## config.mk

```make
export PLATFORM = sky130hd
export DESIGN_NAME = bram_port_arbiter
export DESIGN_NICKNAME = d
export VERILOG_FILES = /design/src/rtl/bram_port_arbiter.sv
export SDC_FILE = /design/constraint.sdc
export NUM_CORES = 1
export LEC_CHECK = 0
export ABC_AREA = 0
export CAP_MARGIN = 25
export CORE_AREA = 2 2 89 91
export CTS_CLUSTER_SIZE = 24
export DETAILED_ROUTE_END_ITERATION = 10
export DIE_AREA = 0 0 91 93
export PLACE_DENSITY_LB_ADDON = 0.3
export SYNTH_ARGS = -nofsm -noshare
export SYNTH_HDL_FRONTEND = slang
export SYNTH_SLANG_ARGS = --single-unit
```

## constraint.sdc

```tcl
create_clock -name i_clk -period 2.08 [get_ports i_clk]
set_input_delay 0.416 -clock i_clk [delete_from_list [all_inputs] [get_ports i_clk]]
set_output_delay 0.416 -clock i_clk [all_outputs]
set_load 0.02 [all_outputs]
```

## src/rtl/bram_port_arbiter.sv

```systemverilog
// Two-requester arbiter for one synchronous BRAM port. Requester 1 wins conflicts
// unless requester 0 has been denied STARVE_LIMIT times in a row; responses return one cycle later.
module bram_port_arbiter #(
  parameter int DATA_WIDTH   = 32,
  parameter int ADDR_WIDTH   = 10,
  parameter int STARVE_LIMIT = 3
) (
  input  logic                  i_clk,
  input  logic                  i_rst_n,
  input  logic                  i_req0_valid,
  output logic                  o_req0_ready,
  input  logic [ADDR_WIDTH-1:0] i_req0_addr,
  input  logic [DATA_WIDTH-1:0] i_req0_wdata,
  input  logic                  i_req0_write,
  output logic                  o_rsp0_valid,
  output logic [DATA_WIDTH-1:0] o_rsp0_data,
  input  logic                  i_req1_valid,
  output logic                  o_req1_ready,
  input  logic [ADDR_WIDTH-1:0] i_req1_addr,
  input  logic [DATA_WIDTH-1:0] i_req1_wdata,
  input  logic                  i_req1_write,
  output logic                  o_rsp1_valid,
  output logic [DATA_WIDTH-1:0] o_rsp1_data,
  output logic [ADDR_WIDTH-1:0] o_bram_addr,
  output logic [DATA_WIDTH-1:0] o_bram_data,
  output logic                  o_bram_write,
  input  logic [DATA_WIDTH-1:0] i_bram_data
);

  localparam logic [3:0] LIMIT = 4'(STARVE_LIMIT);

  // Handshake: a request transfers on the rising edge where its valid and ready
  // are both 1. Ready depends only on the valids and the starvation counter.
  logic [3:0] starve_cnt;
  logic       grant0;
  logic       grant1;
  logic       owner_valid;
  logic       owner_id;

  // Grants are gated by reset so both readies read 0 while reset is held.
  always_comb begin
    grant0 = 1'b0;
    grant1 = 1'b0;
    if (i_rst_n) begin
      if (i_req0_valid && (!i_req1_valid || (starve_cnt >= LIMIT))) begin
        grant0 = 1'b1;
      end else if (i_req1_valid) begin
        grant1 = 1'b1;
      end
    end
  end

  assign o_req0_ready = grant0;
  assign o_req1_ready = grant1;

  always_comb begin
    o_bram_addr  = '0;
    o_bram_data  = '0;
    o_bram_write = 1'b0;
    if (grant0) begin
      o_bram_addr  = i_req0_addr;
      o_bram_data  = i_req0_wdata;
      o_bram_write = i_req0_write;
    end else if (grant1) begin
      o_bram_addr  = i_req1_addr;
      o_bram_data  = i_req1_wdata;
      o_bram_write = i_req1_write;
    end
  end

  // Counter saturates at LIMIT; a dropped req0 valid leaves it untouched.
  always_ff @(posedge i_clk or negedge i_rst_n) begin
    if (!i_rst_n) begin
      starve_cnt <= 4'd0;
    end else if (grant0) begin
      starve_cnt <= 4'd0;
    end else if (i_req0_valid && (starve_cnt < LIMIT)) begin
      starve_cnt <= 4'(starve_cnt + 4'd1);
    end
  end

  always_ff @(posedge i_clk or negedge i_rst_n) begin
    if (!i_rst_n) begin
      owner_valid <= 1'b0;
      owner_id    <= 1'b0;
    end else begin
      owner_valid <= grant0 | grant1;
      owner_id    <= grant1;
    end
  end

  assign o_rsp0_valid = owner_valid & ~owner_id;
  assign o_rsp1_valid = owner_valid &  owner_id;
  assign o_rsp0_data  = o_rsp0_valid ? i_bram_data : '0;
  assign o_rsp1_data  = o_rsp1_valid ? i_bram_data : '0;

endmodule

```

==> results of run 1 <==
[synthesized netlist by cell type]
| library cell | n | area [sq um] |
|---|---|---|
| inv_1 | 1 | 3.75 |
| o211a_1 | 1 | 10.0 |
| buf_4 | 4 | 30.0 |
| mux2i_1 | 1 | 10.0 |
| dfrtp_1 | 6 | 150 |
| xnor2_1 | 1 | 8.76 |
| buf_2 | 2 | 10.0 |
| or2_1 | 1 | 6.26 |
| nor2_1 | 2 | 7.51 |
| buf_6 | 5 | 56.3 |
| and2_1 | 35 | 219 |
| clkbuf_1 | 8 | 30.0 |
| nor3_2 | 1 | 10.0 |
| a21oi_1 | 1 | 5.00 |
| and3_1 | 32 | 200 |
| ha_1 | 1 | 12.5 |
| nand2_1 | 1 | 3.75 |
| a22o_1 | 43 | 377 |
| nor4b_2 | 1 | 15.0 |
| nor2b_1 | 1 | 6.26 |
[metal layers]
| layer | global-route usage, % | part of all wire, % | vias up |
|---|---|---|---|
| met5 | 0 | 0 | - |
| met4 | 5.43 | 2.1 | 0 |
| met3 | 4.67 | 12 | 10 |
| met2 | 30.5 | 53 | 146 |
| met1 | 14.8 | 33 | 948 |
| li1 | - | - | 1036 |
[power by group]
part | internal (mW) | switching [mW] | total, mW
registers | 0.142 | 0.0147 | 0.156
clock network | 0.124 | 0.0479 | 0.172
logic | 0.694 | 0.549 | 1.24
total | 0.960 | 0.612 | 1.57
[flip-flops by register name, indices dropped and copies added (netlist names)]
register     flops
owner_id         1
owner_valid      1
starve_cnt       4
[kinds of logic (layout without fill, tap and decap cells)]
kind of cell    count (synthesis)  count (layout)  synth area share [%]
compound gates                 45              45                  33.4
fa+ha+maj                       1               1                  1.07
buf+inv                        20             260                  11.1
simple gates                   74              74                  40.0
mux                             1               1                 0.855
flops                           6               6                  12.8
xor+xnor                        1               1                 0.748
[layout by cell type, fill, tap and decap left out, types with 2 or more instances in the layout]
cell type	n
dlymetal6s2s_1	20
dfrtp_1	6
clkbuf_8	3
dlygate4sd2_1	36
buf_12	2
buf_6	47
and3_1	32
buf_8	4
and2_1	35
nor2_1	2
buf_4	13
clkdlybuf4s50_1	131
a22o_1	43
[path summary, 6_finish.rpt]
| check | start | to | slack (ps) | depth (start not counted) |
|---|---|---|---|---|
| hold / removal | i_rst_n | starve_cnt[3] | 320 | 2 |
| hold reg to reg | starve_cnt[1] | starve_cnt[1] | 530 | 2 |
| max in group asynchronous | i_rst_n | starve_cnt[0] | 1650 | 2 |
| setup reg to reg | starve_cnt[0] | owner_valid | 460 | 7 |
| setup / recovery | starve_cnt[0] | o_bram_data[3] | -90 | 7 |
| min in group i_clk | starve_cnt[1] | starve_cnt[1] | 530 | 2 |
[timing repair]
item | CTS | global route
pin swaps | 39 | 13
resized for setup | 311 | 34
gates cloned | 4 | 0
endpoints found under the setup margin | 79 | 77
setup buffers | 2 | 0
[metrics by stage]
| step | power, mW | setup slack [ps] | cells |
|---|---|---|---|
| global route | 1.67 | -172 | 490 |
| global placement | 1.33 | -573 | 481 |
| floorplan | 0.685 | 273 | 148 |
| finish | 1.57 | -92.0 | 490 |
| CTS | 1.58 | -155 | 490 |
| detailed placement | 1.35 | -590 | 481 |
[area by class of cell]
class                           instances  area, sq um
Clock buffer                            3         41.3
Multi-Input combinational cell        122          921
Fill cell                             754         3610
Tap cell                              102          128
Timing Repair Buffer                  256         2670
Sequential cell                         6          150
Inverter                                1         3.75
==> flow_summary.toml, run 1 <==
[setup_path]
critical_path_class = "flip-flop to output pin"
cp.arrival_ps = 1760
crit_path_start_kind = "flip-flop"
max_stage_delay_ps = 380
cpMaxStageDelayCell = "dfrtp_1"
cp_max_fo = 8
crit_chain = "ha_2 -> nor3_4 -> a21oi_4 -> buf_12 -> buf_8 -> a22o_1 -> buf_6"
path_delay_family = "buffers and inverters"
cp.required_ps = 1660
end_kind = "output pin"
worstPathBufferInverterCount = 3

[floorplan]
ios = 233
die_h_um = 93
die_area_sq_um = 8460
start_util_pct = 15.6
row_count = 32
core_sq_um = 7530
dieWidth_um = 91

[sta]
max_slew_margin_pct = 74.6
finClkSkew_ps = 0.564
finalSetupViolations = 43
hold_slack_ps = 316
fmax_ghz = 0.460
worstMarginPinSlew_ps = 380
fin_ws_ps = -92.0
period_share_pct = 104
drv_slew = 0
fin_crit_ps = 2170
grt_setup_unrepaired = "yes"
finalSetupTns_ps = -3020
hold_violations = 0

[logic_synthesis]
syn_inst = 148
ys_ff_latch = 6
syn-cell-area_sq_um = 1170
syn_avg_cell_area_sq_um = 7.91
mappedNetlistNets = 271
yosys_warnings = 0
synth_cell_types = 20
yosysSeqAreaShare_pct = 12.8

[route]
wl_mm = 7.14
firstDrtPassIters = 4
drc = 0
vias = 2140
drtAntennaViolNets = 0
avgRoutedWirePerCell_um = 14.6
viasPerCell = 4.37
first_iter_violations = 25

[power]
peakVddDrop_mv = 0.199
power-per-cell-area_nw_per_um2 = 402
p_leak_nw = 2.23

[placed_design]
dp_hpwl_mm = 5.87
gp_congestion = 0.796
placed_area_sq_um = 3640
port_buffers = 232

[cts]
cts_buffers = 3
cts_sinks = 6
clockBufferDepth = 2
htree_levels = 1
root_buffer = "clkbuf_8"
cts.clk_slew.worst_paths_ps = 30
cts_tree = "built"
holdBufCountCts = 0
clkLatencyLatePin_ps = 220

[run_status]
status = "finished, violations left"
violations = "setup timing"

[global_routing]
antenna_found_initial = 0
track_usage_pct = 15.3
grt_pass1_vias = 2106
grt_overflow = 0
grt_pass1_wl_mm = 10.7
grt_max_degree = 34

[finish]
nNetsFinal = 513
layout-drive-gt1-share_pct = 20.1
syn2layout_area_growth_pct = 234
diodes = 0
utilization_pct = 52.0
postLayoutCellArea_sq_um = 3910

[run]
cap_violations = 0

[hold_path]
min_path_type = "primary input to asynchronous set/reset pin"
No activity file was read; power rests on OpenSTA's default activity.
==> run 2: changes to the inputs <==
clock period = 2.15 ns   (was 2.08 ns; I/O delays follow)
==> run 2 against run 1 <==
Net effect:
- the flow still finishes with violations (setup timing)
- sequential share of layout area is essentially flat
- final cell count is the same
- flip-flop and latch count is the same
- setup slack gained 33 ps
- die area is the same
- sequential power shrank 3%
- count of clock-buffer cells in the layout is the same
- critical path depth is the same
- first-iteration DRC count grew 4.0%
==> flow_summary.toml, run 2 (synthesized netlist as in run 1, its figures left out) <==
[run_status]
status = "finished, violations left"
violations = "setup timing"

[power]
power-per-cell-area_nw_per_um2 = 392
peakVddDrop_mv = 0.196
pwr-share-seq_pct = 9.9
power_mw = 1.53
clockPowerShare_pct = 11.0
p_leak_nw = 2.01
intPower_mw = 0.938
power_frac_comb_pct = 79.1
p_sw_mw = 0.595
swShare_pct = 38.8

[cts]
cts_tree = "built"
cts_buffers = 3
cts_sinks = 6
htree_levels = 1
root_buffer = "clkbuf_8"
cts.clk_slew.worst_paths_ps = 30
clkLatencyLatePin_ps = 220
holdBufCountCts = 0
clockBufferDepth = 2

[global_routing]
track_usage_pct = 15.5
grt_max_degree = 34
grt_pass1_vias = 2033
antenna_found_initial = 0
grt_overflow = 0
grt_pass1_wl_mm = 10.5

[setup_path]
end_kind = "output pin"
crit_path_start_kind = "flip-flop"
critical_path_class = "flip-flop to output pin"
cp.required_ps = 1720
cp.arrival_ps = 1780
cp_max_fo = 8

[route]
drtAntennaViolNets = 0
firstDrtPassIters = 4
drc = 0
avgRoutedWirePerCell_um = 14.6
viasPerCell = 4.33
wl_mm = 7.18
vias = 2124
first_iter_violations = 26

[sta]
fmax_ghz = 0.453
max_slew_margin_pct = 76.6
grt_setup_unrepaired = "yes"
drv_slew = 0
finClkSkew_ps = 0.177
fin_ws_ps = -59.0
finalSetupViolations = 43
period_share_pct = 103
hold_violations = 0
fin_crit_ps = 2210
worstMarginPinSlew_ps = 350

[floorplan]
row_count = 32
ios = 233
die_area_sq_um = 8460
dieWidth_um = 91
start_util_pct = 15.6
core_sq_um = 7530
die_h_um = 93

[finish]
syn2layout_area_growth_pct = 234
final_common_cell = "clkdlybuf4s50_1"
diodes = 0
nNetsFinal = 513
largest_register_ffs = 4
most-common-layout-cells = "clkdlybuf4s50_1 (150), buf_6 (48), a22o_1 (43), and2_1 (35), and3_1 (32)"
fillerInstances = 746
multi_input_area_sq_um = 921
layout-drive-gt1-share_pct = 20.1
postLayoutCellArea_sq_um = 3910
top_regs = "starve_cnt: 4 flops, owner_id: 1 flops, owner_valid: 1 flops"
register_area_sq_um = 150
regMostFlops = "starve_cnt"

[placed_design]
gp_congestion = 0.796
dpl_worst_slack_ps = -561
dp_hpwl_mm = 5.90
placed_area_sq_um = 3640
port_buffers = 232

[hold_path]
min_path_type = "primary input to asynchronous set/reset pin"

[run]
cap_violations = 0
-- run 2: metal layers --
layer  part of all wire, %  up-vias  wire (um)  global-route usage, %
met5                     0        -          0                      0
met4                   1.2        0         85                   5.30
met3                    11        4        823                   4.59
met2                    54      144       3860                   31.9
met1                    34      936       2410                   14.4
li1                      -     1040          -                      -
-- run 2: final timing paths --
| check | from | endpoint | slack, ps | depth (start not counted) |
|---|---|---|---|---|
| max | starve_cnt[1] | o_bram_addr[8] | -60 | 7 |
| min | i_rst_n | owner_id | 330 | 2 |
| max reg2reg | starve_cnt[0] | owner_valid | 630 | 6 |
| min reg2reg | starve_cnt[1] | starve_cnt[1] | 530 | 2 |
| max in group asynchronous | i_rst_n | starve_cnt[0] | 1710 | 2 |
| min in group i_clk | starve_cnt[1] | starve_cnt[1] | 530 | 2 |
-- run 2: repair_timing --
action,4_1_cts,5_1_grt
gates resized for setup,311,14
pin swaps,44,7
setup endpoints to repair,69,75
gates cloned,4,0
setup buffers,3,0
-- run 2: area by class of cell --
class                           instances  area share, %
Tap cell                              102           3.26
Inverter                                1         0.0960
Multi-Input combinational cell        122           23.5
Clock buffer                            3           1.06
Sequential cell                         6           3.84
Timing Repair Buffer                  256           68.2
-- run 2: stage by stage --
stage	utilization, %	std cells	setup TNS [ps]	hold WS [ps]
after floorplan	-	148	0	134
after global placement	48.4	481	-21920	505
after detailed placement	48.4	481	-22990	520
after CTS	51.6	490	-3560	325
after global routing	52.0	490	-4500	364
final	52.0	490	-1130	328
-- run 2: power by group through the flow --
stage,clock [mW],sequential (mW),combinational [mW]
2_1_floorplan,0,0.152,0.511
3_3_place_gp,0,0.149,1.14
3_5_place_dp,0,0.152,1.15
4_1_cts,0.178,0.151,1.23
5_1_grt,0.180,0.156,1.28
6_report,0.169,0.151,1.21
-- run 2: critical path, stage by stage, from the launching register on --
cell and delay [ps]:
dfrtp_1 370, ha_2 210, nor3_4 200, a21oi_4 100, buf_12 160, buf_8 130, a22o_1 240, buf_6 130
